## config.mk

```make
export PLATFORM = sky130hd
export DESIGN_NAME = fetch_queue
export DESIGN_NICKNAME = d
export VERILOG_FILES = /design/src/rtl/fetch_queue.sv
export SDC_FILE = /design/constraint.sdc
export NUM_CORES = 1
export LEC_CHECK = 0
export BUFFER_PORTS_ARGS = -buffer_cell sky130_fd_sc_hd__buf_2
export CELL_PAD_IN_SITES_DETAIL_PLACEMENT = 2
export CELL_PAD_IN_SITES_GLOBAL_PLACEMENT = 2
export CORE_MARGIN = 4
export CORE_UTILIZATION = 36
export DETAILED_ROUTE_END_ITERATION = 8
export HOLD_SLACK_MARGIN = 0.02
export PLACE_DENSITY_LB_ADDON = 0.1
export SLEW_MARGIN = 20
export SYNTH_ARGS = -nofsm -noshare
export SYNTH_HDL_FRONTEND = slang
export SYNTH_SLANG_ARGS = --single-unit
```

## constraint.sdc

```tcl
create_clock -name clk -period 3.6 [get_ports clk]
set_input_delay 0.72 -clock clk [delete_from_list [all_inputs] [get_ports clk]]
set_output_delay 0.72 -clock clk [all_outputs]
set_load 0.005 [all_outputs]
```

## src/rtl/fetch_queue.sv

```systemverilog
// Instruction-fetch front end: issues sequential word fetches and buffers returned words,
// with their PCs, in an in-order queue presented to the decoder over valid/ready.
module fetch_queue #(
   parameter int unsigned DEPTH    = 4,
   parameter logic [31:0] RESET_PC = 32'h0000_0000
) (
   input  logic        clk,
   input  logic        reset,
   input  logic        redirect,
   input  logic [31:0] redirect_pc,
   output logic        mem_req,
   output logic [31:0] mem_addr,
   input  logic        mem_gnt,
   input  logic        mem_rvalid,
   input  logic [31:0] mem_rdata,
   output logic        inst_valid,
   input  logic        inst_ready,
   output logic [31:0] instruction,
   output logic [31:0] inst_pc,
   output logic        protocol_err
);

   localparam int unsigned AW = $clog2(DEPTH);
   localparam int unsigned CW = $clog2(DEPTH + 1);
   // Back-to-back redirects with traffic in flight can stack discards beyond DEPTH.
   localparam int unsigned DW = 16;
   localparam logic [CW:0] DEPTH_C = (CW+1)'(DEPTH);

   typedef struct packed {
      logic [31:0] word;
      logic [31:0] pc;
   } entry_t;

   entry_t          q_mem [DEPTH];
   entry_t          head;
   logic [AW-1:0]   rd_ptr, wr_ptr;
   logic [CW-1:0]   count, outstanding;
   logic [DW-1:0]   discard;
   logic [31:0]     fetch_pc, rsp_pc, target;
   logic [CW:0]     inflight;
   logic            accept, pop, rsp_take, rsp_err;

   assign inflight = {1'b0, count} + {1'b0, outstanding};
   assign mem_req  = !reset && !redirect && (inflight < DEPTH_C);
   assign mem_addr = fetch_pc;
   assign accept   = mem_req && mem_gnt;

   assign inst_valid  = (count != '0);
   assign pop         = inst_valid && inst_ready;
   assign head        = q_mem[rd_ptr];
   assign instruction = inst_valid ? head.word : 32'h0;
   assign inst_pc     = inst_valid ? head.pc   : 32'h0;

   // A response with neither a discard pending nor a fetch outstanding has no owner.
   assign rsp_err  = mem_rvalid && (discard == '0) && (outstanding == '0);
   assign rsp_take = mem_rvalid && !redirect && (discard == '0) && (outstanding != '0);
   assign target   = {redirect_pc[31:2], 2'b00};

   always_ff @(posedge clk or posedge reset) begin
      if (reset) begin
         fetch_pc     <= RESET_PC;
         rsp_pc       <= RESET_PC;
         rd_ptr       <= '0;
         wr_ptr       <= '0;
         count        <= '0;
         outstanding  <= '0;
         discard      <= '0;
         protocol_err <= 1'b0;
      end else begin
         if (rsp_err)
            protocol_err <= 1'b1;
         if (redirect) begin
            fetch_pc    <= target;
            rsp_pc      <= target;
            rd_ptr      <= '0;
            wr_ptr      <= '0;
            count       <= '0;
            outstanding <= '0;
            // Everything still in flight becomes stale; a word arriving now is dropped here.
            discard     <= discard + DW'(outstanding) - DW'(mem_rvalid && !rsp_err);
         end else begin
            if (accept)
               fetch_pc <= fetch_pc + 32'd4;
            if (mem_rvalid && (discard != '0))
               discard <= discard - DW'(1);
            if (rsp_take) begin
               wr_ptr <= wr_ptr + AW'(1);
               rsp_pc <= rsp_pc + 32'd4;
            end
            if (pop)
               rd_ptr <= rd_ptr + AW'(1);
            count       <= count + CW'(rsp_take) - CW'(pop);
            outstanding <= outstanding + CW'(accept) - CW'(rsp_take);
         end
      end
   end

   always_ff @(posedge clk) begin
      if (rsp_take)
         q_mem[wr_ptr] <= '{word: mem_rdata, pc: rsp_pc};
   end

endmodule

```

==> results.json <==
{
  "async_flop_share_pct": 26.0,
  "max_stage_delay_ns": 0.38,
  "ant_nets": 0,
  "cellPowerDensity_nw_per_um2": 705,
  "ys_seq_area_share_pct": 62.5,
  "syn_inst": 1095,
  "cpMaxStageDelayCell": "dfrtp_1",
  "num_io_pins": 169,
  "final_core_util_pct": 44.2,
  "area_delta_synth_final_pct": 20.8,
  "fillCellCount": 4159,
  "ys.flop_type": "edfxtp_1",
  "setup_viol": 0,
  "routed_wirelength_um": 42300,
  "yosys-top-cells-area": "edfxtp_1 48%, dfrtp_1 14%, mux4_2 9.1%, ha_1 4.0%, and2_1 2.9%",
  "synth_area_um2": 15400,
  "cts_buffers": 39,
  "most-common-layout-cells": "248 x edfxtp_1, 162 x buf_2, 85 x nand2_1, 85 x dfrtp_1, 67 x and2_1",
  "startpoint_type": "register",
  "reg2reg_slack_ns": 0.22,
  "regToRegStartpoint": "discard[4]",
  "synth_edf_count": 248,
  "ff_latch_area_um2": 9630,
  "skew_ns": 0.0188,
  "fmax_ghz": 0.296,
  "yosysTopAreaCell": "edfxtp_1",
  "netlist.area_leader.share_pct": 48.3,
  "die_w_um": 215,
  "path_cells": "inv_1, ha_4, nand3_1, nor3_2, a21boi_1, ha_1, inv_1, ha_2, buf_4, a21o_1, and4_1, o21ai_0, a2111oi_0, buf_4, o21a_1, o31a_1",
  "synth.ff_latch_count": 335,
  "clkTransAtPathRegs_ns": 0.06,
  "finalNetCount": 1430,
  "cap_violations": 0,
  "rows": 75,
  "synth.avg_cell_area_um2": 14.1,
  "grt_pass1_wl_um": 66800,
  "worstPathRequired_ns": 4.02,
  "num_vias": 9871,
  "numPortBuffers": 162,
  "yosysWarningCount": 0,
  "place.gp.congestion": 0.742,
  "ir_drop_mv": 0.330,
  "grt_overflow": 0,
  "clockRootBuffer": "clkbuf_16",
  "cts_tree": "yes",
  "finalPower_w": 0.0131,
  "r2r_cells": 16,
  "worstMarginPinSlew_ns": 0.863,
  "grt_pass1_vias": 11100,
  "mostFrequentLayoutCell": "edfxtp_1",
  "dieArea_um2": 46200,
  "layout_worst_path_cycle_share_pct": 93.9,
  "drc": 0,
  "critPathBufInv": 4,
  "synth_cell_types": 61,
  "antenna_found_initial": 0,
  "outcome": "completed",
  "fp.coreArea_um2": 42100,
  "track_usage_pct": 18.4,
  "r2r_end": "discard[9]",
  "multi_input_area_um2": 5420,
  "cts_hold_buf": 0,
  "arrival_ns": 3.80,
  "firstDrtPassIters": 4,
  "clockBufferDepth": 3,
  "initial_core_util_pct": 36.6,
  "drt-initial-drc-count": 471,
  "hold_class": "in -> async",
  "cp_max_fo": 3,
  "hold_viol": 0,
  "hpwl_um": 29600,
  "leakage_nw": 6.93,
  "path_class": "reg -> reg",
  "routed_via_density": 5.26,
  "grt_start_max_net_pins": 64,
  "slew_viol_final": 0,
  "maxSlewHeadroom_pct": 42.4,
  "critPathCaptureType": "register",
  "clk-insertion-delay-late_ns": 0.55,
  "antennaDiodeCount": 0,
  "period_minus_slack_ns": 3.38,
  "die_y_um": 215,
  "cts_sinks": 335,
  "wl_per_cell_um": 22.5,
  "layout-drive-gt1-share_pct": 27.6,
  "crit_family": "compound AO/OA/AOI/OAI gates",
  "cts.htree.levels": 2
}
[per-layer routing]
layer | global-route usage (%) | vias to the layer above | routed length (um)
met5 | 0 | - | 0
met4 | 4.54 | 0 | 777
met3 | 2.98 | 48 | 1640
met2 | 30.3 | 178 | 20200
met1 | 25.6 | 5108 | 19700
li1 | - | 4537 | -
[registers in the layout, indices dropped and copies added, names as in the netlist]
register,count
wr_ptr,2
rsp_pc,30
mem_addr,30
q_mem,248
rd_ptr,2
protocol_err,1
discard,16
count,3
outstanding,3
[power breakdown]
part	switching, W	internal, W	total [W]
Combinational	0.00235	0.00216	0.00452
Sequential	0.000290	0.00437	0.00466
Clock	0.00160	0.00234	0.00394
Total	0.00424	0.00887	0.0131
[synthesized netlist by cell type, types with 6 or more instances]
cell        n
nand2_1    85
clkbuf_1   30
ha_1       49
inv_1      54
nand3_1    31
nand4_1    15
xnor2_1    46
a31o_2      6
nor3_1     22
xor2_1     12
o311ai_0   10
nor2b_1    10
buf_4       6
buf_1      10
o211ai_1   17
o21ai_0    61
edfxtp_1  248
a31oi_1     8
or3_1       8
dfrtp_1    87
and2_1     71
mux4_2     62
a21oi_1    17
and3_1     16
nor2_1     39
[how the worst max path moves through the flow]
stage	cells after the start	to	startpoint	slack, ns
after floorplan	16	discard[10]	discard[6]	0.11
after global placement	17	discard[10]	discard[11]	0.11
after detailed placement	17	discard[10]	discard[9]	0.04
after CTS	17	discard[10]	discard[9]	0.02
after global routing	17	discard[12]	discard[10]	-0.02
final	16	discard[9]	discard[4]	0.22
[repair_timing]
item,in CTS,in global routing
buffers inserted,0,2
endpoints found under the setup margin,0,7
resized for setup,0,15
[kinds of logic (layout without fill, tap and decap cells)]
group           count (synthesis)  count (layout)  synth area share [%]
flops                         335             335                  62.5
xor+xnor                       58              58                  3.30
compound gates                154             154                  6.45
simple gates                  322             322                  11.1
fa+ha+maj                      52              52                  4.37
other cells                     1               4                0.0243
mux                            69              69                  9.54
buf+inv                       104             345                  2.79
[through the flow]
| stage | instance area [um^2] | setup slack [ns] | std cells | TNS (ns) | hold WS [ns] |
|---|---|---|---|---|---|
| 3_5_place_dp | 17300 | 0.0373 | 1804 | 0 | 0.549 |
| 2_1_floorplan | 15400 | 0.112 | 1098 | 0 | 0.466 |
| 5_1_grt | 18600 | -0.0184 | 1878 | -0.0184 | 0.365 |
| 4_1_cts | 18500 | 0.0155 | 1876 | 0 | 0.324 |
| 3_3_place_gp | 17300 | 0.113 | 1804 | 0 | 0.528 |
| 6_report | 18600 | 0.219 | 1878 | 0 | 0.315 |
[cell type report]
type / instances / area share (%)
Timing Repair Buffer: 218 / 7.56
Multi-Input combinational cell: 659 / 29.1
Clock buffer: 54 / 5.83
Clock inverter: 18 / 0.995
Sequential cell: 335 / 51.7
Inverter: 55 / 1.12
Tap cell: 539 / 3.62
Note: power is estimated with default switching activity, not from simulation.
